**config.mk**
```make
export PLATFORM = sky130hd
export DESIGN_NAME = mdio_master_param
export DESIGN_NICKNAME = d
export VERILOG_FILES = /design/src/rtl/mdio_pkg.sv /design/src/rtl/mdio_clk_div.sv /design/src/rtl/mdio_master_param.sv
export SDC_FILE = /design/constraint.sdc
export NUM_CORES = 1
export LEC_CHECK = 0
export ABC_CLOCK_PERIOD_IN_PS = 3000
export CORE_MARGIN = 1.5
export CORE_UTILIZATION = 45
export DETAILED_ROUTE_END_ITERATION = 7
export GPL_TIMING_DRIVEN = 0
export PLACE_DENSITY = 0.75
export SLEW_MARGIN = 15
export SYNTH_ARGS = -nofsm -noshare
export SYNTH_HDL_FRONTEND = slang
export SYNTH_SLANG_ARGS = --single-unit
```
**constraint.sdc**
```tcl
create_clock -name clk -period 3 [get_ports clk]
set_input_delay 0.6 -clock clk [delete_from_list [all_inputs] [get_ports clk]]
set_output_delay 0.6 -clock clk [all_outputs]
set_load 0.02 [all_outputs]
```
**src/rtl/mdio_pkg.sv**
```systemverilog
// Shared MDIO definitions: FSM states, Clause 22/45 frame codes and frame field layout.
package mdio_pkg;

  typedef enum logic [2:0] {
    IDLE,
    PREAMBLE,
    HEADER,
    TA,
    DATA,
    DONE
  } mdio_state_e;

  localparam logic [1:0] ST_CLAUSE22   = 2'b01;
  localparam logic [1:0] ST_CLAUSE45   = 2'b00;

  localparam logic [1:0] OP_C22_WRITE  = 2'b01;
  localparam logic [1:0] OP_C22_READ   = 2'b10;
  localparam logic [1:0] OP_C45_ADDR   = 2'b00;
  localparam logic [1:0] OP_C45_WRITE  = 2'b01;
  localparam logic [1:0] OP_C45_READ   = 2'b11;
  localparam logic [1:0] OP_C45_RD_INC = 2'b10;

  // MSB position of each field inside the 32-bit frame image
  localparam int ST_MSB    = 31;
  localparam int OP_MSB    = 29;
  localparam int PHYAD_MSB = 27;
  localparam int REGAD_MSB = 22;
  localparam int TA_MSB    = 17;
  localparam int DATA_MSB  = 15;

  localparam int HDR_LEN  = 14;
  localparam int TA_LEN   = 2;
  localparam int DATA_LEN = 16;

endpackage

```
**src/rtl/mdio_clk_div.sv**
```systemverilog
// MDC generator: toggles mdc every CLK_DIV clks while enabled and flags the clk
// before each mdc edge so the bit engine can act on the same edge.
module mdio_clk_div #(
  parameter int CLK_DIV = 2
) (
  input  logic clk,
  input  logic reset,
  input  logic en,
  output logic mdc,
  output logic mdc_rise,
  output logic mdc_fall,
  output logic mdc_pre_fall
);

  localparam int CW = (CLK_DIV > 1) ? $clog2(CLK_DIV) : 1;
  localparam logic [CW-1:0] CNT_LAST = CW'(CLK_DIV - 1);
  localparam logic [CW-1:0] CNT_PRE  = CW'((CLK_DIV > 1) ? CLK_DIV - 2 : 0);

  logic [CW-1:0] cnt;
  logic          half_end;

  assign half_end = en && (cnt == CNT_LAST);
  assign mdc_rise = half_end && !mdc;
  assign mdc_fall = half_end && mdc;
  // Last clk but one of a bit: with CLK_DIV=1 that is the low half itself
  assign mdc_pre_fall = (CLK_DIV == 1) ? (en && !mdc) : (en && mdc && (cnt == CNT_PRE));

  // NOTE: state registers use non-blocking assignments so every flop samples pre-edge values.
  always_ff @(posedge clk or posedge reset) begin
    if (reset) begin
      cnt <= '0;
      mdc <= 1'b0;
    end else if (!en) begin
      cnt <= '0;
      mdc <= 1'b0;
    end else if (half_end) begin
      cnt <= '0;
      mdc <= ~mdc;
    end else begin
      cnt <= cnt + 1'b1;
    end
  end

endmodule

```
**src/rtl/mdio_master_param.sv**
```systemverilog
// MDIO management master: serialises a 32-bit Clause 22/45 frame image behind an
// optional preamble and, for reads, captures the 16-bit turnaround response.
module mdio_master_param
  import mdio_pkg::*;
#(
  parameter int CLK_DIV      = 2,
  parameter int PREAMBLE_LEN = 32
) (
  input  logic        clk,
  input  logic        reset,
  input  logic        mdio_start,
  input  logic [31:0] t_data,
  input  logic        mdio_in,
  output logic [15:0] rd_data,
  output logic        data_rdy,
  output logic        mdc,
  output logic        mdio_oe,
  output logic        mdio_out,
  output logic        busy
);

  localparam int CNT_MAX = (PREAMBLE_LEN > DATA_LEN) ? PREAMBLE_LEN : DATA_LEN;
  localparam int BW      = $clog2(CNT_MAX);
  localparam logic [BW-1:0] PRE_LAST  = BW'((PREAMBLE_LEN > 0) ? PREAMBLE_LEN - 1 : 0);
  localparam logic [BW-1:0] HDR_LAST  = BW'(HDR_LEN - 1);
  localparam logic [BW-1:0] TA_LAST   = BW'(TA_LEN - 1);
  localparam logic [BW-1:0] DATA_LAST = BW'(DATA_LEN - 1);

  mdio_state_e   state;
  logic [31:0]   frame;
  logic          is_read;
  logic [BW-1:0] bit_cnt;
  logic [15:0]   rx_sr;
  logic [15:0]   rx_nxt;
  logic          mdc_rise;
  logic          mdc_fall;
  logic          mdc_pre_fall;

  mdio_clk_div #(.CLK_DIV(CLK_DIV)) u_clk_div (
    .clk          (clk),
    .reset        (reset),
    .en           (busy),
    .mdc          (mdc),
    .mdc_rise     (mdc_rise),
    .mdc_fall     (mdc_fall),
    .mdc_pre_fall (mdc_pre_fall)
  );

  // With CLK_DIV=1 the last sample lands on the same edge that loads rd_data,
  // so rd_data is taken from the post-sample value.
  always_comb begin
    rx_nxt = rx_sr;
    if (state == DATA && is_read && mdc_rise) rx_nxt = {rx_sr[14:0], mdio_in};
  end

  always_ff @(posedge clk or posedge reset) begin
    if (reset) begin
      state    <= IDLE;
      frame    <= '0;
      is_read  <= 1'b0;
      bit_cnt  <= '0;
      rx_sr    <= '0;
      rd_data  <= '0;
      data_rdy <= 1'b0;
      mdio_oe  <= 1'b0;
      mdio_out <= 1'b0;
      busy     <= 1'b0;
    end else begin
      data_rdy <= 1'b0;
      rx_sr    <= rx_nxt;
      case (state)
        IDLE: if (mdio_start) begin
          is_read <= t_data[OP_MSB];
          busy    <= 1'b1;
          mdio_oe <= 1'b1;
          bit_cnt <= '0;
          rx_sr   <= '0;
          if (PREAMBLE_LEN == 0) begin
            state    <= HEADER;
            mdio_out <= t_data[31];
            frame    <= {t_data[30:0], 1'b0};
          end else begin
            state    <= PREAMBLE;
            mdio_out <= 1'b1;
            frame    <= t_data;
          end
        end
        PREAMBLE: if (mdc_fall) begin
          if (bit_cnt == PRE_LAST) begin
            state    <= HEADER;
            bit_cnt  <= '0;
            mdio_out <= frame[31];
            frame    <= {frame[30:0], 1'b0};
          end else begin
            bit_cnt <= bit_cnt + 1'b1;
          end
        end
        HEADER: if (mdc_fall) begin
          frame <= {frame[30:0], 1'b0};
          if (bit_cnt == HDR_LAST) begin
            state    <= TA;
            bit_cnt  <= '0;
            mdio_oe  <= !is_read;
            mdio_out <= !is_read && frame[31];
          end else begin
            bit_cnt  <= bit_cnt + 1'b1;
            mdio_out <= frame[31];
          end
        end
        TA: if (mdc_fall) begin
          frame    <= {frame[30:0], 1'b0};
          mdio_out <= !is_read && frame[31];
          if (bit_cnt == TA_LAST) begin
            state   <= DATA;
            bit_cnt <= '0;
          end else begin
            bit_cnt <= bit_cnt + 1'b1;
          end
        end
        // DONE occupies the final clk of the last data bit
        DATA: if (mdc_pre_fall && bit_cnt == DATA_LAST) begin
          state <= DONE;
          if (is_read) begin
            rd_data  <= rx_nxt;
            data_rdy <= 1'b1;
          end
        end else if (mdc_fall) begin
          frame    <= {frame[30:0], 1'b0};
          mdio_out <= !is_read && frame[31];
          bit_cnt  <= bit_cnt + 1'b1;
        end
        DONE: begin
          state    <= IDLE;
          busy     <= 1'b0;
          mdio_oe  <= 1'b0;
          mdio_out <= 1'b0;
          bit_cnt  <= '0;
        end
        default: state <= IDLE;
      endcase
    end
  end

endmodule

```
# After elaboration in Yosys (flattened, before gate mapping)
# Cells that the tools add are included.
[classes]
addsub = 2
eq_ne = 20
muxes = 47
n_bitwise = 2
reduce_logical = 25
[op_table]
columns = ["cell", "count"]
rows = [
  ["$mux W32", 5],
  ["$pmux W32 S4", 1],
  ["$mux W16", 3],
  ["$mux W5", 9],
  ["$pmux W5 S6", 1],
  ["$mux W3", 8],
  ["$ne A2 B2 Y1 const B", 9],
  ["$mux W1", 16],
  ["$pmux W3 S5", 1],
  ["$eq A5 B4 Y1 const B", 2],
  ["$logic_and A1 B1 Y1", 9],
  ["$reduce_and A8 Y1", 1],
  ["$reduce_and A7 Y1", 1],
  ["$eq A3 B2 Y1 const B", 2],
  ["$eq A3 B3 Y1 const B", 2],
  ["$pmux W1 S6", 1],
  ["$reduce_and A6 Y1", 1],
  ["$reduce_bool A6 Y1", 1],
  ["$add A5 B1 Y5 const B", 1],
  ["$eq A5 B1 Y1 const B", 1],
  ["$eq A5 B5 Y1 const B", 1],
  ["$reduce_and A5 Y1", 1],
  ["$ne A2 B1 Y1 const B", 2],
  ["$reduce_and A2 Y1", 2],
  ["other kinds (13)", 15],
]
[totals]
register_bits = 79
input_bits = 36
output_inout_bits = 21
wordCells = 108

# Logic depth before layout (Yosys ltp)
[logic_depth]
ltp_word = 6
ltp_mapped = 9
ltp_nobuf = 8

# Cells and area by module
# From an unflattened synthesis, not the netlist that was laid out.
[hier_totals]
hier_cells = 323
area_unflattened_um2 = 4050.1
[modules_own_cells]
columns = ["mod", "n_inst", "cells_each", "area_per_inst_um2", "seq_area_each_um2"]
rows = [
  ["mdio_master_param", 1, 312, 3950.0, 1926.8],
  ["mdio_clk_div", 1, 11, 100.1, 50.0],
]

# Least setup slack after synthesis
# OpenSTA, ideal clock, no wires.
[synth_timing]
path_type = "reg-to-reg"
startpoint = "reg bit_cnt[0]"
endpoint = "reg bit_cnt[3]"
setup_time_ns = 0.087
arrival_ns = 2.001
required_ns = 2.913
setup_slack_ns = 0.912
path_stages_with_launch = 9
path_buffers = 0
period_less_slack_ns = 2.088
path_cell_list = "dfrtp_1 > ha_1 > and3_1 > ha_1 > nor4b_2 > a221o_2 > a21oi_4 > or4_1 > o211ai_1"
[synth_via]
elab_chain_len = 4
elab_cells_between_ends = 17
cone_classes = "add/sub: 1; eq/ne: 5; mux: 9; reduce/logical: 2"
[synth_lines]
columns = ["element", "line", "source"]
rows = [
  ["from (decl)", "mdio_master_param.sv:32", "logic [BW-1:0] bit_cnt;"],
  ["from (signal assigned)", "mdio_master_param.sv:95", "bit_cnt <= bit_cnt + 1'b1;"],
  ["from (signal assigned)", "mdio_master_param.sv:106", "bit_cnt <= bit_cnt + 1'b1;"],
  ["from (signal assigned)", "mdio_master_param.sv:117", "bit_cnt <= bit_cnt + 1'b1;"],
  ["$add A5 B1 Y5, or another cell as far along", "-", ""],
  ["$mux W5, or another cell as far along", "mdio_master_param.sv:127", "end else if (mdc_fall) begin"],
  ["$mux W5, or another cell as far along", "mdio_master_param.sv:121", "DATA: if (mdc_pre_fall && bit_cnt == DATA_LAST) begin"],
  ["$pmux W5 S6 / $reduce_and A7 Y1 (equally long branches)", "-", ""],
]
# Several ways; a longest one is shown, not always the timed one. The select of a mux whose other input is x is not followed.
# A chain may end at the register's enable or synchronous reset.

# Final worst setup path
[layout_timing]
startpoint = "reg bit_cnt[0]"
endpoint = "reg frame[31]"
[layout_via]
elab_chain_len = 4
elab_cells_between_ends = 6
cone_classes = "eq/ne: 4; reduce/logical: 2"
[layout_lines]
columns = ["element", "line", "source"]
rows = [
  ["$eq A5 B4 Y1", "mdio_master_param.sv:121", ""],
  ["$logic_and A1 B1 Y1", "mdio_master_param.sv:121", ""],
  ["$ne A2 B2 Y1 (no source line)", "-", ""],
  ["$reduce_and A5 Y1 (no source line) *", "-", ""],
  ["to (signal assigned)", "mdio_master_param.sv:99", "frame <= {frame[30:0], 1'b0};"],
  ["to (signal assigned)", "mdio_master_param.sv:111", "frame <= {frame[30:0], 1'b0};"],
  ["to (signal assigned)", "mdio_master_param.sv:128", "frame <= {frame[30:0], 1'b0};"],
  ["to (decl)", "mdio_master_param.sv:30", "logic [31:0] frame;"],
]
# Mark *: on every way between the ends. The rest lies on a longest branch, timed or not.

==> results by group <==
Outcome
  – Outcome: completed

Pwr
  – Net Switching: 0.000430 W
  – Sequential cell fraction of total power: 57.6%
  – Sw frac: 22.9%
  – Power per Cell Area: 407 mW/mm^2
  – Worst vdd ir: 0.264 mV
  – Comb pwr share: 4.8%
  – Total power draw: 0.00188 W
  – Pint: 0.00145 W
  – Leakage: 2.09 nW
  – Clock Power Share: 37.6%

Setup path
  – Worst Setup End Kind: flip-flop
  – CP max FO: 10
  – Reg-to-Reg Start: bit_cnt[0]
  – CP required: 3.27 ns
  – Crit path launch type: flip-flop
  – Critical path start-end classification: reg2reg
  – Beginning of the critical path: bit_cnt[0]
  – Crit path DAT: 2.70 ns

Clock tree
  – Clock root buffer: clkbuf_8
  – CTS buffer count: 9
  – Cts hold-fix bufs: 0
  – Clock sink total: 79
  – Clock transition at path regs: 0.09 ns
  – H-tree levels: 3
  – Clock latency at the later pin of the worst-skew pair: 0.36 ns
  – Post-CTS Setup Bufs: 0
  – Cts repair resizes: 0
  – Clk buf depth: 2
  – CTS tree: built

Yosys
  – Yosys cell types: 51
  – Register area share after synthesis: 53.2%
  – Post-synthesis register bit count: 79
  – Post-synthesis cell area: 0.00372 mm^2
  – Syn_area_per_cell: 10.6 um^2
  – Mapped Nets: 392
  – Mapped Cells: 352
  – YS warnings: 0

Layout
  – Fill cells: 691
  – Area growth, synth to finish: 24.0%
  – Fin nets: 460
  – # diodes: 0
  – Fin util: 58.7%
  – Post-Layout Cell Count: 526
  – Layout cell share with drive strength beyond 1: 10.1%

Floorplan
  – # rows: 32
  – Die area: 0.00882 mm^2
  – Die Y: 93.9 um
  – Width of the chip: 93.9 um
  – Core area: 0.00785 mm^2
  – Initial Util: 47.4%
  – I/O Pins: 57

Global route
  – Vias in the first global route: 2825
  – Initial antenna violation count: 0
  – Gr usage total: 19.6%
  – Largest net degree at the start of global routing: 57
  – First-pass GRT wire length: 13.4 mm
  – Overflow after GRT: 0

Timing
  – Setup WS post-layout: 0.563 ns
  – Rel. slew slack: 64.7%
  – Peak Freq: 410 MHz
  – RSZ-0062 raised after global routing: no
  – Post-Route Skew: 0.0128 ns
  – Hold Vio Cnt, Final: 0
  – Slew @ Worst Pin: 0.526 ns
  – Max Slew Vio Count: 0
  – Fin crit period: 2.44 ns
  – Setup violators final: 0
  – Final period util: 81.2%
  – Hold slack: 0.481 ns

Placed design
  – IO Port Bufs: 56
  – Setup Slack @ Placement: 0.515 ns
  – Dpl cells: 511
  – Detail Placement HPWL: 5.46 mm
  – Routability cong.: 0.826

Drt
  – DR vias/cell: 5.31
  – Drt total wl: 7.60 mm
  – Drt first pass iters: 4
  – DR DRC count: 0
  – DR WL/cell: 14.4 um
  – DRT antenna net count: 0
  – Starting DRT DRC Count: 86
  – Vias: 2793

Hold path
  – Hold path start: frame[30]
  – Hold WC Path Type: reg2reg

Run
  – Maxcap violations: 0
==> routing by layer <==
layer	track usage (%)	share of wire, %
met1	25.6	46
met2	31.5	48
met3	6.23	5.5
met4	5.22	1.3
met5	0	0
==> kinds of logic after synthesis <==
family                   count (synthesis)  share of synthesized area [%]
XOR/XNOR                                 3                          0.707
AND/OR/NAND/NOR                        111                           14.4
AO/OA/AOI/OAI                           79                           12.9
adder cells (fa/ha/maj)                  4                           1.35
multiplexers                            51                           13.8
flip-flops                              79                           53.2
buffers and inverters                   25                           3.73
==> cells in the mapped netlist (all sizes together) <==
master    n  share of area, %
a21oi    23               3.5
o311ai    1              0.71
o21bai    1              0.20
mux2      3              0.91
nand3     8               1.3
dfrtp    79                53
o22ai     1              0.17
or2       1              0.17
a22oi     1              0.20
or4       1              0.20
nand4b    1              0.24
nand2    40               4.0
nor2b     1              0.17
a22o      1              0.27
ha        4               1.3
o2bb2ai   2              0.47
o21a      1              0.20
xor2      1              0.24
clkbuf   12               1.2
o21ai    42               5.7
xnor2     2              0.47
nor4      1              0.17
a31oi     2              0.50
nor3      4              0.98
nand2b    3              0.50
a221o     2              0.57
o211ai    2              0.40
buf       8               2.0
mux2i    48                13
nor4b     2              0.64
inv       5              0.50
and3      2              0.37
and4b     1              0.27
and2      1              0.17
nor3b     1              0.34
nor2     43               4.5
and2b     1              0.24
==> cell type report <==
| type | count | area, um^2 | share of cell area, % |
|---|---|---|---|
| Buffer | 20 | 120 | 2.61 |
| Timing Repair Buffer | 57 | 588 | 12.8 |
| Clock buffer | 11 | 141 | 3.07 |
| Tap cell | 102 | 128 | 2.77 |
| Inverter | 5 | 21.3 | 0.461 |
| Sequential cell | 79 | 1980 | 42.9 |
| Clock inverter | 4 | 31.3 | 0.679 |
| Multi-Input combinational cell | 248 | 1600 | 34.8 |
==> power by group through the flow <==
stage	clock network [W]	registers, W	logic [W]
CTS	0.000733	0.00108	0.0000929
global route	0.000773	0.00108	0.000101
finish	0.000705	0.00108	0.0000908
detailed placement	0	0.00110	0.0000927
global placement	0	0.00110	0.0000861
floorplan	0	0.00110	0.0000305
==> final timing paths <==
path / slack, ns / to / cells after the start
hold reg to reg: 0.48 / frame[30] / 2
hold / removal: 0.48 / frame[30] / 2
setup reg to reg: 0.56 / frame[31] / 9
min in group asynchronous: 0.56 / rd_data[10] / 2
max in group asynchronous: 1.87 / state[0] / 3
setup / recovery: 0.56 / frame[31] / 9
==> through the flow <==
stage | setup TNS [ns] | cell area, um^2
6_report | 0 | 4610
2_1_floorplan | 0 | 3720
3_5_place_dp | 0 | 4440
5_1_grt | 0 | 4610
4_1_cts | 0 | 4610
3_3_place_gp | -70.80 | 4410
==> registers in the layout, summed over array words and instances, names as in the netlist, 3 cells and up <==
register / cells
frame: 32
state: 3
rx_sr: 16
bit_cnt: 5
rd_data: 16
==> layout by cell type, fill, tap and decap left out, drive strengths merged, types with 6 or more instances in the layout <==
cell type and count:
mux2i 48, inv 6, dfrtp 79, clkbuf 23, a21oi 23, clkdlybuf4s50 56
buf 9, o21ai 42, nor2 43, nand2 40, nand3 8
==> worst max-delay path, cell delays in order (launching register included) <==
cell	delay (ns)
dfrtp_1	0.43
ha_1	0.25
and3_1	0.21
ha_1	0.24
a21oi_1	0.18
nor3_1	0.08
a21oi_2	0.33
clkbuf_1	0.41
nand2_1	0.11
o21ai_0	0.10
Power figures use the tool's default switching activity.
